==> src/rtl/div32_seq_pkg.sv <==
// rtl/div32_seq_pkg.sv - shared multdiv constants, divider state encoding and sign helpers
package div32_seq_pkg;

    localparam int DIV_WIDTH = 32;
    localparam int DIV_STEPS = 32;
    localparam int DIV_CNT_W = 5;

    typedef enum logic [1:0] {
        DIV_IDLE = 2'd0,
        DIV_RUN  = 2'd1,
        DIV_FIX  = 2'd2,
        DIV_DONE = 2'd3
    } div_state_t;

    // Datapath adder shared by abs and negate: a + b + carry-in.
    function automatic logic [DIV_WIDTH-1:0] f_add(
        input logic [DIV_WIDTH-1:0] a,
        input logic [DIV_WIDTH-1:0] b,
        input logic                 cin
    );
        return a + b + {{(DIV_WIDTH-1){1'b0}}, cin};
    endfunction

    function automatic logic [DIV_WIDTH-1:0] f_negate(input logic [DIV_WIDTH-1:0] x);
        return f_add({DIV_WIDTH{1'b0}}, ~x, 1'b1);
    endfunction

endpackage

==> src/rtl/div_step.sv <==
// rtl/div_step.sv - one restoring-division step: shift in a dividend bit, trial subtract, select
module div_step
    import div32_seq_pkg::*;
#(
    parameter int WIDTH = DIV_WIDTH
) (
    input  logic [WIDTH-1:0] i_rem,
    input  logic             i_bit,
    input  logic [WIDTH-1:0] i_divisor,
    output logic [WIDTH-1:0] o_rem,
    output logic             o_qbit
);

    logic [WIDTH:0] w_shift;
    logic [WIDTH:0] w_trial;

    // i_rem < |B| <= 2^(WIDTH-1), so the shifted value fits WIDTH bits and the
    // extra trial bit is a clean sign.
    assign w_shift = {i_rem, i_bit};
    assign w_trial = w_shift - {1'b0, i_divisor};
    assign o_qbit  = ~w_trial[WIDTH];
    assign o_rem   = o_qbit ? w_trial[WIDTH-1:0] : w_shift[WIDTH-1:0];

endmodule

==> src/rtl/div32_seq.sv <==
// rtl/div32_seq.sv - sequential signed 32-bit restoring divider with start/ready handshake
module div32_seq
    import div32_seq_pkg::*;
#(
    parameter int WIDTH = DIV_WIDTH
) (
    input  logic             clock,
    input  logic             reset,
    input  logic [WIDTH-1:0] data_operandA,
    input  logic [WIDTH-1:0] data_operandB,
    input  logic             ctrl_DIV,
    output logic [WIDTH-1:0] data_result,
    output logic [WIDTH-1:0] data_remainder,
    output logic             data_exception,
    output logic             data_resultRDY
);

    div_state_t           r_state;
    logic [DIV_CNT_W-1:0] r_cnt;
    logic [WIDTH-1:0]     r_rem;
    logic [WIDTH-1:0]     r_quo;
    logic [WIDTH-1:0]     r_divisor;
    logic                 r_sign_a;
    logic                 r_sign_b;
    logic                 r_div_zero;

    logic [WIDTH-1:0]     w_abs_a;
    logic [WIDTH-1:0]     w_abs_b;
    logic [WIDTH-1:0]     w_quo_neg;
    logic [WIDTH-1:0]     w_rem_neg;
    logic [WIDTH-1:0]     w_rem_next;
    logic                 w_qbit;

    assign w_abs_a   = data_operandA[WIDTH-1] ? f_negate(data_operandA) : data_operandA;
    assign w_abs_b   = data_operandB[WIDTH-1] ? f_negate(data_operandB) : data_operandB;
    assign w_quo_neg = f_negate(r_quo);
    assign w_rem_neg = f_negate(r_rem);

    // r_quo starts as |A| and fills with quotient bits as the dividend shifts out.
    div_step #(.WIDTH(WIDTH)) u_step (
        .i_rem     (r_rem),
        .i_bit     (r_quo[WIDTH-1]),
        .i_divisor (r_divisor),
        .o_rem     (w_rem_next),
        .o_qbit    (w_qbit)
    );

    always_ff @(posedge clock) begin
        if (reset) begin
            r_state        <= DIV_IDLE;
            r_cnt          <= '0;
            r_rem          <= '0;
            r_quo          <= '0;
            r_divisor      <= '0;
            r_sign_a       <= 1'b0;
            r_sign_b       <= 1'b0;
            r_div_zero     <= 1'b0;
            data_result    <= '0;
            data_remainder <= '0;
            data_exception <= 1'b0;
            data_resultRDY <= 1'b0;
        end else begin
            data_resultRDY <= 1'b0;
            if (ctrl_DIV) begin
                // A start in any state relatches and restarts; an aborted op never reports.
                r_state        <= DIV_RUN;
                r_cnt          <= '0;
                r_rem          <= '0;
                r_quo          <= w_abs_a;
                r_divisor      <= w_abs_b;
                r_sign_a       <= data_operandA[WIDTH-1];
                r_sign_b       <= data_operandB[WIDTH-1];
                r_div_zero     <= (data_operandB == '0);
                data_exception <= 1'b0;
            end else begin
                case (r_state)
                    DIV_IDLE: r_state <= DIV_IDLE;
                    DIV_RUN: begin
                        r_rem <= w_rem_next;
                        r_quo <= {r_quo[WIDTH-2:0], w_qbit};
                        r_cnt <= r_cnt + DIV_CNT_W'(1);
                        if (r_cnt == DIV_CNT_W'(DIV_STEPS - 1)) begin
                            r_state <= DIV_FIX;
                        end
                    end
                    DIV_FIX: begin
                        if (r_div_zero) begin
                            data_result    <= '0;
                            data_remainder <= '0;
                        end else begin
                            data_result    <= (r_sign_a != r_sign_b) ? w_quo_neg : r_quo;
                            data_remainder <= r_sign_a ? w_rem_neg : r_rem;
                        end
                        data_exception <= r_div_zero;
                        data_resultRDY <= 1'b1;
                        r_state        <= DIV_DONE;
                    end
                    DIV_DONE: r_state <= DIV_IDLE;
                    default:  r_state <= DIV_IDLE;
                endcase
            end
        end
    end

endmodule

==> config.mk <==
export PLATFORM = sky130hd
export DESIGN_NAME = div32_seq
export DESIGN_NICKNAME = d
export VERILOG_FILES = /design/src/rtl/div32_seq_pkg.sv /design/src/rtl/div_step.sv /design/src/rtl/div32_seq.sv
export SDC_FILE = /design/constraint.sdc
export NUM_CORES = 1
export LEC_CHECK = 0
export ABC_AREA = 0
export BUFFER_PORTS_ARGS = -buffer_cell sky130_fd_sc_hd__buf_4
export CELL_PAD_IN_SITES_DETAIL_PLACEMENT = 2
export CELL_PAD_IN_SITES_GLOBAL_PLACEMENT = 2
export CORE_MARGIN = 8
export CORE_UTILIZATION = 38
export CTS_CLUSTER_SIZE = 40
export DETAILED_ROUTE_END_ITERATION = 16
export GPL_ROUTABILITY_DRIVEN = 0
export PLACE_DENSITY_LB_ADDON = 0.3
export SLEW_MARGIN = 20
export SYNTH_ARGS = -nofsm -noshare
export SYNTH_HDL_FRONTEND = slang
export SYNTH_SLANG_ARGS = --single-unit
==> constraint.sdc <==
create_clock -name clock -period 9.46 [get_ports clock]
set_input_delay 0 -clock clock [delete_from_list [all_inputs] [get_ports clock]]
set_output_delay 0 -clock clock [all_outputs]
set_load 0.01 [all_outputs]
======== Yosys cells after proc, flatten, opt, wreduce, memory -nomap -nowiden ========
Cells that the tools add are included.
storage, ports and cells
  output and inout port bits .............. 66
  bits of input ports ..................... 67
  register bits ........................... 172
cells by class
  bitwise logic cells ..................... 6
  equal/unequal tests ..................... 7
  multiplexer cells ....................... 13
  $add $sub $neg .......................... 6
  reduce and logical (&&, ||, !) cells .... 6
operator list
  operator                                              count
  two-way mux 32 bit                                    9
  adder 32 x 1 -> 32 bit (second input constant)        4
  inverter 32 bit                                       4
  subtractor 33 x 32 -> 33 bit                          1
  logical NOT 32 bit                                    1
  case mux 2 bit (3 select lines)                       1
  adder 5 x 1 -> 5 bit (second input constant)          1
  equality test 5 bit (second input constant)           1
  equality test 2 bit (second input constant)           2
  OR reduction 2 bit                                    2
  != test 3 bit (second input constant)                 1
  equality test 2 x 1 -> 1 bit (second input constant)  1
  logical NOT 2 bit                                     1
  two-way mux 1 bit                                     2
  two-way mux 2 bit                                     1
  != test 2 bit (second input constant)                 1
  inverter 1 bit                                        2
  AND reduction 2 bit                                   1
  nonzero test 2 bit                                    1
  != test 1 bit                                         1

======== Depth between registers and ports, before layout ========
Gate-level depths: netlist (run 1).
  depth in word-level cells ............... 4
  depth in mapped cells ................... 14
  mapped depth without buffers ............ 13

======== By module ========
Synthesis (run 1) repeated with hierarchy kept, for this count alone.
second synthesis, totals
  cells, all modules ...................... 1353
  area total of the unflattened synthesis .. 11372.2 µm²
by module, submodules not included
  module     cells each  area each (µm²)  times used
  div32_seq  1048        9013.6           1
  div_step   305         2358.5           1

======== Worst setup path after synthesis (run 1) ========
OpenSTA, ideal clock, no wires.
  path kind ............................... flip-flop to flip-flop
  start point ............................. register r_quo[31]
  end point ............................... register r_rem[15]
  library setup time ...................... 0.132 ns
  required time ........................... 9.328 ns
  clock period less this slack ............ 3.029 ns
  cell stages (with the launch flop) ...... 15
  slack ................................... 6.431 ns
  data arrival time ....................... 2.897 ns
  path buffers ............................ 1
  cell sequence ........................... dfxtp_1 > inv_1 > ha_1 > fa_1 > nor2b_1 > o21ai_0 > a21boi_0 > o21ai_1 > a21oi_1 > o31ai_2 > o21ai_2 > xnor2_2 > buf_2 > mux2i_1 > a21oi_1
between the ends
  cells in the longest elaborated chain, start to end .. 2
RTL lines
  what                          RTL line         source
  from (decl)                   div32_seq.sv:21  logic [WIDTH-1:0] r_quo;
  from (signal assigned)        div32_seq.sv:69  r_quo <= w_abs_a;
  from (signal assigned)        div32_seq.sv:80  r_quo <= {r_quo[WIDTH-2:0], w_qbit};
  subtractor 33 x 32 -> 33 bit  div_step.sv:20   assign w_trial = w_shift - {1'b0, i_divisor};
  two-way mux 32 bit            div_step.sv:22   assign o_rem = o_qbit ? w_trial[WIDTH-1:0] : w_shift[WIDTH-1:0];
  to (signal assigned)          div32_seq.sv:79  r_rem <= w_rem_next;
  to (decl)                     div32_seq.sv:20  logic [WIDTH-1:0] r_rem;
No other way between the ends.
A chain may end at the register's enable or synchronous reset.

======== Worst setup path in the final report (run 1) ========
  start point ............................. register r_quo[31]
  end point ............................... register r_rem[12]
The elaborated chain is that of the path after synthesis.

==> impl_metrics.json, run 1 <==
{
  "detailroute.via_count": 10579,
  "clock_tree.root_cell": "sky130_fd_sc_hd__clkbuf_16",
  "rsz0062_at_grt": "no",
  "pin_count_of_the_biggest_net_entering_global_routing": 110,
  "drt_pre_antenna_iters": 4,
  "synth-seq-area-share_pct": 32.24,
  "result_of_the_run": "completed",
  "crit_chain": "inv_1 > ha_1 > fa_1 > nor2b_1 > o21ai_0 > a21boi_0 > o21ai_1 > a21oi_1 > o31ai_2 > o21ai_2 > xnor2_4 > buf_4 > mux2i_1 > a211oi_1",
  "fp.coreArea_um2": 27710,
  "total_power_uw": 2069,
  "layout.cells.most_common": "sky130_fd_sc_hd__dfxtp_1",
  "mapped_avg_cell_area_um2": 8.191,
  "total_switching_power_uw": 696.4,
  "timing.setup.critical_path_class": "register to register",
  "dp_slack_ns": 5.607,
  "grt_overflow": 0,
  "pwr_density_cell_nw_per_um2": 157.2,
  "crit_slowest_cell": "sky130_fd_sc_hd__buf_4",
  "fin_crit_sh_pct": 42.21,
  "p_leak_uw": 0.005390,
  "timing.critical_path.arrival_ns": 4.32,
  "critical-path-max-stage-delay_ns": 0.48,
  "vias_in_the_first_global_route": 11461,
  "critPathRequiredTime_ns": 9.79,
  "groute.usage.overall_pct": 23.99,
  "finalSetupViolations": 0,
  "clk_latency_ns": 0.44,
  "swShare_pct": 33.66,
  "fmax_mhz": 250.5,
  "standard_cell_row_count": 61,
  "portBuffers": 132,
  "synth_enable_flop_cells": 0,
  "maxSlewHeadroom_pct": 45.39,
  "synth_seq_cells": 172,
  "worstPathMaxFanout": 33,
  "worstMarginPinSlew_ns": 0.8192,
  "fraction_of_final_layout_cells_with_drive_strength_greater_than_1_pct": 13.52,
  "commonest_cells_after_routing_fill_and_taps_aside": "sky130_fd_sc_hd__dfxtp_1 (172), sky130_fd_sc_hd__nor2_1 (156), sky130_fd_sc_hd__buf_4 (141)",
  "design.final.nets": 1553,
  "grt_first_pass_wirelength_mm": 64.94,
  "antenna_left": 0,
  "mappedNetlistNets": 1412,
  "yosys_warnings": 0,
  "drc": 0,
  "combPwrFrac_pct": 26.4,
  "worst_clock_skew_ns": 0.01535,
  "first_iter_violations": 536,
  "cp-start-kind": "register",
  "critical_path.endpoint_type": "register",
  "cts_tree": "built",
  "viasPerCell": 5.759,
  "synthArstFlopShare_pct": 0,
  "initial_core_util_pct": 38.55,
  "maxCapViolCount": 0,
  "holdCritPathClass": "input port to register",
  "wire_per_inst_um": 22.20,
  "final.fill_count": 3043,
  "cts.sink_count": 172,
  "drt_wl_total_mm": 40.79,
  "cts_buffer_depth": 2,
  "area_growth_syn_to_layout_pct": 23.22,
  "p_int_uw": 1373,
  "cts_buffers": 17,
  "slew_violations": 0,
  "max-vdd-ir-drop_mv": 0.1355,
  "timing.final.crit_period_ns": 3.993,
  "die_width_um": 183.7,
  "antenna_found_initial": 1,
  "fin_tns_setup_ns": 0,
  "power.share.clock_pct": 34.8,
  "netlist_area_um2": 10680,
  "post_cts_resize_count": 0,
  "synthesis.instances": 1304,
  "clk_transition_reported_paths_ns": 0.07,
  "fp.dieH_um": 183.7,
  "final_critical_path_setup_slack_ns": 5.467,
  "report.final.hold_viol_count": 0,
  "postSynth.topFlopCell": "sky130_fd_sc_hd__dfxtp_1",
  "finalInstanceArea_um2": 13160,
  "dpl_cell_area_um2": 11940,
  "post-dp-hpwl_mm": 27.16,
  "top_level_ports": 133,
  "post-cts-setup-buffer-count": 0,
  "ys_types": 65,
  "die_outline_area_um2": 33730,
  "ctsHtreeMaxLevel": 4,
  "pwr-share-seq_pct": 38.7
}
==> Yosys cell counts, types with 16 or more instances <==
master	count	share of area, %
sky130_fd_sc_hd__a211oi_1	98	6.9
sky130_fd_sc_hd__a21o_1	20	1.4
sky130_fd_sc_hd__a21oi_1	58	2.7
sky130_fd_sc_hd__a22oi_1	62	4.4
sky130_fd_sc_hd__clkbuf_1	69	2.4
sky130_fd_sc_hd__dfxtp_1	172	32
sky130_fd_sc_hd__ha_1	40	4.7
sky130_fd_sc_hd__inv_1	51	1.8
sky130_fd_sc_hd__mux2i_1	35	3.3
sky130_fd_sc_hd__nand2_1	72	2.5
sky130_fd_sc_hd__nor2_1	158	5.6
sky130_fd_sc_hd__nor2b_1	33	1.9
sky130_fd_sc_hd__nor3_1	18	0.84
sky130_fd_sc_hd__o21ai_0	66	3.1
sky130_fd_sc_hd__o31ai_1	30	2.1
sky130_fd_sc_hd__or3_1	16	0.94
sky130_fd_sc_hd__xnor2_1	64	5.2
sky130_fd_sc_hd__xor2_1	84	6.9
==> stage by stage <==
step	util, %	hold slack, ns	std cells
6_report	47.50	0.02421	1837
2_1_floorplan	-	0.1474	1304
3_5_place_dp	43.10	0.3274	1742
3_3_place_gp	43.10	0.3180	1742
4_1_cts	47.45	0.001299	1835
5_1_grt	47.50	0.02331	1836
==> critical path, delay by kind of cell, from the launching register on <==
family                   cells  cell delay [ns]
AND/OR/NAND/NOR              1             0.14
adder cells (fa/ha/maj)      2             0.62
buffers and inverters        2             0.56
multiplexers                 1             0.19
flip-flops                   1             0.38
AO/OA/AOI/OAI                7             1.80
XOR/XNOR                     1             0.15
==> logic make-up after synthesis <==
group / Yosys count / share of synthesized area, %
compound gates: 398 / 25.63
xor+xnor: 149 / 12.29
fa+ha+maj: 41 / 4.873
buf+inv: 135 / 4.826
flops: 172 / 32.24
mux: 35 / 3.280
simple gates: 374 / 16.87
==> what timing repair did <==
action / in CTS / in global routing
hold endpoints to repair: 54 / 0
endpoints found under the setup margin: 0 / 0
hold buffers: 62 / 0
==> final cells by class <==
| cell class | instances | area, um2 | share of cell area (%) |
|---|---|---|---|
| sequential | 172 | 3443 | 26.16 |
| tap | 378 | 473.0 | 3.593 |
| inverter | 53 | 198.9 | 1.512 |
| multi-input combinational | 997 | 6766 | 51.41 |
| clock buffer | 17 | 425.4 | 3.232 |
| timing repair buffer | 204 | 1690 | 12.84 |
| clock inverter | 14 | 158.9 | 1.207 |
| antenna | 2 | 5.005 | 0.03803 |
==> flip-flops by register name, indices dropped and copies added, names as in the netlist <==
signal	count
data_remainder	32
data_result	32
r_divisor	32
r_quo	32
r_rem	32
r_cnt	5
r_state	2
data_exception	1
data_resultRDY	1
r_div_zero	1
r_sign_a	1
r_sign_b	1
==> layer usage <==
layer | global-route usage (%) | routed length (um)
met1 | 32.54 | 19640
met2 | 39.50 | 19250
met3 | 3.617 | 1331
met4 | 5.595 | 568
met5 | 0 | 0
==> worst paths after layout <==
path / slack, ns / to / from / cells past startpoint
worst min register to register: 0.49 / r_divisor[23]$_SDFFE_PP0P_ / r_divisor[23]$_SDFFE_PP0P_ / 2
worst max register to register: 5.47 / r_rem[12]$_SDFFE_PP0P_ / r_quo[31]$_SDFFE_PP0P_ / 14
worst min-delay path: 0.02 / r_quo[20]$_SDFFE_PP0P_ / data_operandA[20] / 3
worst max-delay path: 5.47 / r_rem[12]$_SDFFE_PP0P_ / r_quo[31]$_SDFFE_PP0P_ / 14
==> power groups by stage <==
| stage | Clock [uW] | Combinational [uW] | Sequential [uW] |
|---|---|---|---|
| after global placement | 0 | 480 | 811 |
| after detailed placement | 0 | 501 | 814 |
| final | 721 | 547 | 801 |
| after global routing | 763 | 592 | 805 |
| after CTS | 735 | 537 | 799 |
| after floorplan | 0 | 354 | 800 |
Note: power is estimated with default switching activity, not from simulation.
==> run 2, diff against run 1 <==
--- a/config.mk
+++ b/config.mk
@@ -5,12 +5,12 @@
 export SDC_FILE = /design/constraint.sdc
 export NUM_CORES = 1
 export LEC_CHECK = 0
-export ABC_AREA = 0
+export ABC_AREA = 1
 export BUFFER_PORTS_ARGS = -buffer_cell sky130_fd_sc_hd__buf_4
 export CELL_PAD_IN_SITES_DETAIL_PLACEMENT = 2
 export CELL_PAD_IN_SITES_GLOBAL_PLACEMENT = 2
 export CORE_MARGIN = 8
-export CORE_UTILIZATION = 38
+export CORE_UTILIZATION = 32
 export CTS_CLUSTER_SIZE = 40
 export DETAILED_ROUTE_END_ITERATION = 16
 export GPL_ROUTABILITY_DRIVEN = 0
==> constraint.sdc (replaced) <==
create_clock -name clock -period 3.8 [get_ports clock]
set_input_delay 0 -clock clock [delete_from_list [all_inputs] [get_ports clock]]
set_output_delay 0 -clock clock [all_outputs]
set_load 0.01 [all_outputs]
==> run 2 against run 1 <==
  * Combinational power is 97% higher
  * Critical path depth is 3 higher
  * Register-to-register slack worse by 4.6 ns
  * Synthesized cell count is 68% higher
  * Wire length is 46% higher
  * Fmax is 38% higher
  * Die area is 39% higher
  * Total power is 140% higher
  * Cell count is 55% higher
  * Non-clock buffer count is 15 lower
  * First-iteration DRC count is 27% higher
  * Sequential share of layout area is 3.7 points lower
  * Critical path type unchanged
  * Critical endpoint is now r_rem[25]$_SDFFE_PP0P_
  * Largest cell class unchanged
==> impl_metrics.json, run 2 <==
{
  "met3_usage_pct": 2.413,
  "crit-reg2reg-launch": "r_quo[31]$_SDFFE_PP0P_",
  "pwr_density_cell_nw_per_um2": 321.2,
  "ctsHtreeMaxLevel": 4,
  "groute.usage.overall_pct": 24.80,
  "worstSetupPathDepth": 17,
  "drc": 0,
  "synth_seq_cells": 172,
  "mappedNetlistNets": 2293,
  "worst_clock_skew_ns": 0.01328,
  "p_leak_uw": 0.007488,
  "layout.cells.most_common": "sky130_fd_sc_hd__nand2_1",
  "grt_overflow": 0,
  "critPathCapture": "r_rem[25]$_SDFFE_PP0P_",
  "critical_path.startpoint": "r_quo[31]$_SDFFE_PP0P_",
  "result_of_the_run": "completed",
  "design.final.nets": 2420,
  "worst_path_most_repeated_cell": "sky130_fd_sc_hd__nand2_2",
  "area_taken_by_multi_input_logic_gates_um2": 7770,
  "vias_in_the_first_global_route": 16618,
  "cts_buffers": 17,
  "portBuffers": 132,
  "netlist_area_um2": 12900,
  "antenna_left": 0,
  "commonest_cells_after_routing_fill_and_taps_aside": "sky130_fd_sc_hd__nand2_1 (682), sky130_fd_sc_hd__inv_1 (338), sky130_fd_sc_hd__nand3_1 (186)",
  "cp-start-kind": "register",
  "viasPerCell": 5.275,
  "synth_area_leader_cell": "sky130_fd_sc_hd__dfxtp_1",
  "fp.dieH_um": 216.8,
  "first_iter_violations": 682,
  "wire_per_inst_um": 20.89,
  "reg2reg_setup_slack_ns": 0.90,
  "die_width_um": 216.8,
  "ys_types": 54,
  "clk_transition_reported_paths_ns": 0.09,
  "timing.setup.critical_path_class": "register to register",
  "fin_crit_sh_pct": 76.29,
  "area_growth_syn_to_layout_pct": 18.93,
  "antenna_found_initial": 3,
  "clk_latency_ns": 0.45,
  "cts.sink_count": 172,
  "yosys_warnings": 0,
  "register_area_um2": 3443,
  "timing.critical_path.buf_inv": 2,
  "timing.final.crit_period_ns": 2.899,
  "grt.busiest_layer": "met2",
  "worst_reg2reg_path_endpoint": "r_rem[25]$_SDFFE_PP0P_",
  "pin_count_of_the_biggest_net_entering_global_routing": 72,
  "detailroute.via_count": 15040,
  "grt_first_pass_wirelength_mm": 92.96,
  "synth_enable_flop_cells": 0,
  "post_cts_resize_count": 0,
  "synth-seq-area-share_pct": 26.69,
  "maxSlewHeadroom_pct": 22.00,
  "worstMarginPinSlew_ns": 1.167,
  "timing.reg2reg.worst_path_depth": 17,
  "die_outline_area_um2": 46990,
  "critical_path.endpoint_type": "register",
  "report.final.hold_viol_count": 0,
  "max-vdd-ir-drop_mv": 0.2807,
  "finalSetupViolations": 0,
  "cts_buffer_depth": 2,
  "fraction_of_final_layout_cells_with_drive_strength_greater_than_1_pct": 9.634,
  "slew_violations": 0,
  "rsz0062_at_grt": "no",
  "timing.critical_path.arrival_ns": 3.18,
  "critical-path-max-stage-delay_ns": 0.43,
  "critPathRequiredTime_ns": 4.08,
  "drt_wl_total_mm": 59.57,
  "final.fill_count": 4984,
  "crit_slowest_cell": "sky130_fd_sc_hd__fa_1",
  "holdCritPathClass": "input port to register",
  "ys_top_cells_by_area": "sky130_fd_sc_hd__dfxtp_1 (27%), sky130_fd_sc_hd__nand2_1 (20%), sky130_fd_sc_hd__inv_1 (9.9%)",
  "path_delay_family": "simple AND/OR/NAND/NOR gates",
  "fin_tns_setup_ns": 0,
  "worstPathMaxFanout": 32,
  "fmax_mhz": 344.9,
  "mapped_avg_cell_area_um2": 5.904,
  "dp_slack_ns": 1.008,
  "synthArstFlopShare_pct": 0,
  "drt_pre_antenna_iters": 5,
  "top_level_ports": 133,
  "final_critical_path_setup_slack_ns": 0.9009,
  "synth_common_cells": "sky130_fd_sc_hd__nand2_1 (682), sky130_fd_sc_hd__inv_1 (339), sky130_fd_sc_hd__nand3_1 (186), sky130_fd_sc_hd__a21oi_1 (174), sky130_fd_sc_hd__dfxtp_1 (172)",
  "fp.coreArea_um2": 39730,
  "post-dp-hpwl_mm": 45.48,
  "cts_tree": "built",
  "synthesis.instances": 2185,
  "crit_chain": "inv_1 > ha_1 > fa_1 > inv_1 > nand2_1 > nand2_1 > nand3_1 > nand2_2 > nand2_2 > nand2_2 > nand2_2 > nand2_2 > nand2_2 > nand2_4 > nand2_1 > nand3_1 > a21oi_1",
  "grt_use_met2_pct": 45.70,
  "clock_tree.root_cell": "sky130_fd_sc_hd__clkbuf_16",
  "standard_cell_row_count": 73,
  "number_of_standard_cells_in_the_final_layout_excluding_fillers": 2851,
  "globalRouteMet1Util_pct": 28.77,
  "yosysMostFrequentCell": "sky130_fd_sc_hd__nand2_1",
  "initial_core_util_pct": 32.47,
  "dpl.cell_count": 2775,
  "total_power_uw": 4927,
  "maxCapViolCount": 0,
  "postSynth.topFlopCell": "sky130_fd_sc_hd__dfxtp_1",
  "synth.top_cell.area_share_pct": 26.69
}
## run 2: cells by family (layout without fill, tap and decap cells)
kind of cell             count (synthesis)  count (layout)  synth area share (%)
AND/OR/NAND/NOR                       1132            1132                 37.00
AO/OA/AOI/OAI                          349             349                 14.84
XOR/XNOR                                63              63                 4.277
adder cells (fa/ha/maj)                 41              41                 4.035
other                                    0               1                     0
flip-flops                             172             172                 26.69
buffers and inverters                  428             568                 13.15
## run 2: report_power, final
group          leakage [uW]  switching, uW  internal (uW)
sequential          0.00140           55.2           1860
combinational       0.00578            756            325
clock              0.000310            956            971
## run 2: layout make-up
| class | count | area share (%) |
|---|---|---|
| multi-input combinational | 1585 | 50.64 |
| sequential | 172 | 22.44 |
| timing repair buffer | 189 | 9.949 |
| inverter | 347 | 8.490 |
| tap | 525 | 4.282 |
| clock buffer | 17 | 2.773 |
| clock inverter | 15 | 1.403 |
| antenna | 1 | 0.01631 |
## run 2: through the flow
step                      instance area (um2)  hold slack (ns)  util, %
final                                   15340          0.01659    38.61
after global routing                    15340          0.03683    38.61
after CTS                               15340         0.004237    38.61
after detailed placement                14270           0.3298    35.91
after global placement                  14270           0.3230    35.91
after floorplan                         12900           0.1701        -
## run 2: how the worst min path moves through the flow
stage	startpoint	endpoint	cells after the start
after floorplan	data_operandA[0]	r_quo[0]$_SDFFE_PP0P_	2
after global placement	data_operandB[5]	r_divisor[5]$_SDFFE_PP0P_	3
after detailed placement	data_operandB[3]	r_divisor[3]$_SDFFE_PP0P_	3
after CTS	data_operandA[28]	r_quo[28]$_SDFFE_PP0P_	5
after global routing	data_operandA[31]	r_sign_a$_SDFFE_PP0P_	3
final	data_operandA[17]	r_quo[17]$_SDFFE_PP0P_	5
## run 2: routing by layer
layer / vias up / part of all wire, %
met5: - / 0
li1: 7198 / -
met4: 0 / 4.2
met2: 280 / 51
met1: 7446 / 43
met3: 116 / 2.3
## run 2: what timing repair did
| action | 4_1_cts | 5_1_grt |
|---|---|---|
| endpoints found under the hold margin | 41 | 0 |
| setup buffers | 0 | 0 |
| hold buffers | 43 | 0 |
## run 2: worst min-delay path, delay by kind of cell
| kind | cells | cell delay (ns) |
|---|---|---|
| AO/OA/AOI/OAI | 1 | 0.13 |
| XOR/XNOR | 1 | 0.07 |
| buffers and inverters | 1 | 0.10 |
| AND/OR/NAND/NOR | 2 | 0.13 |
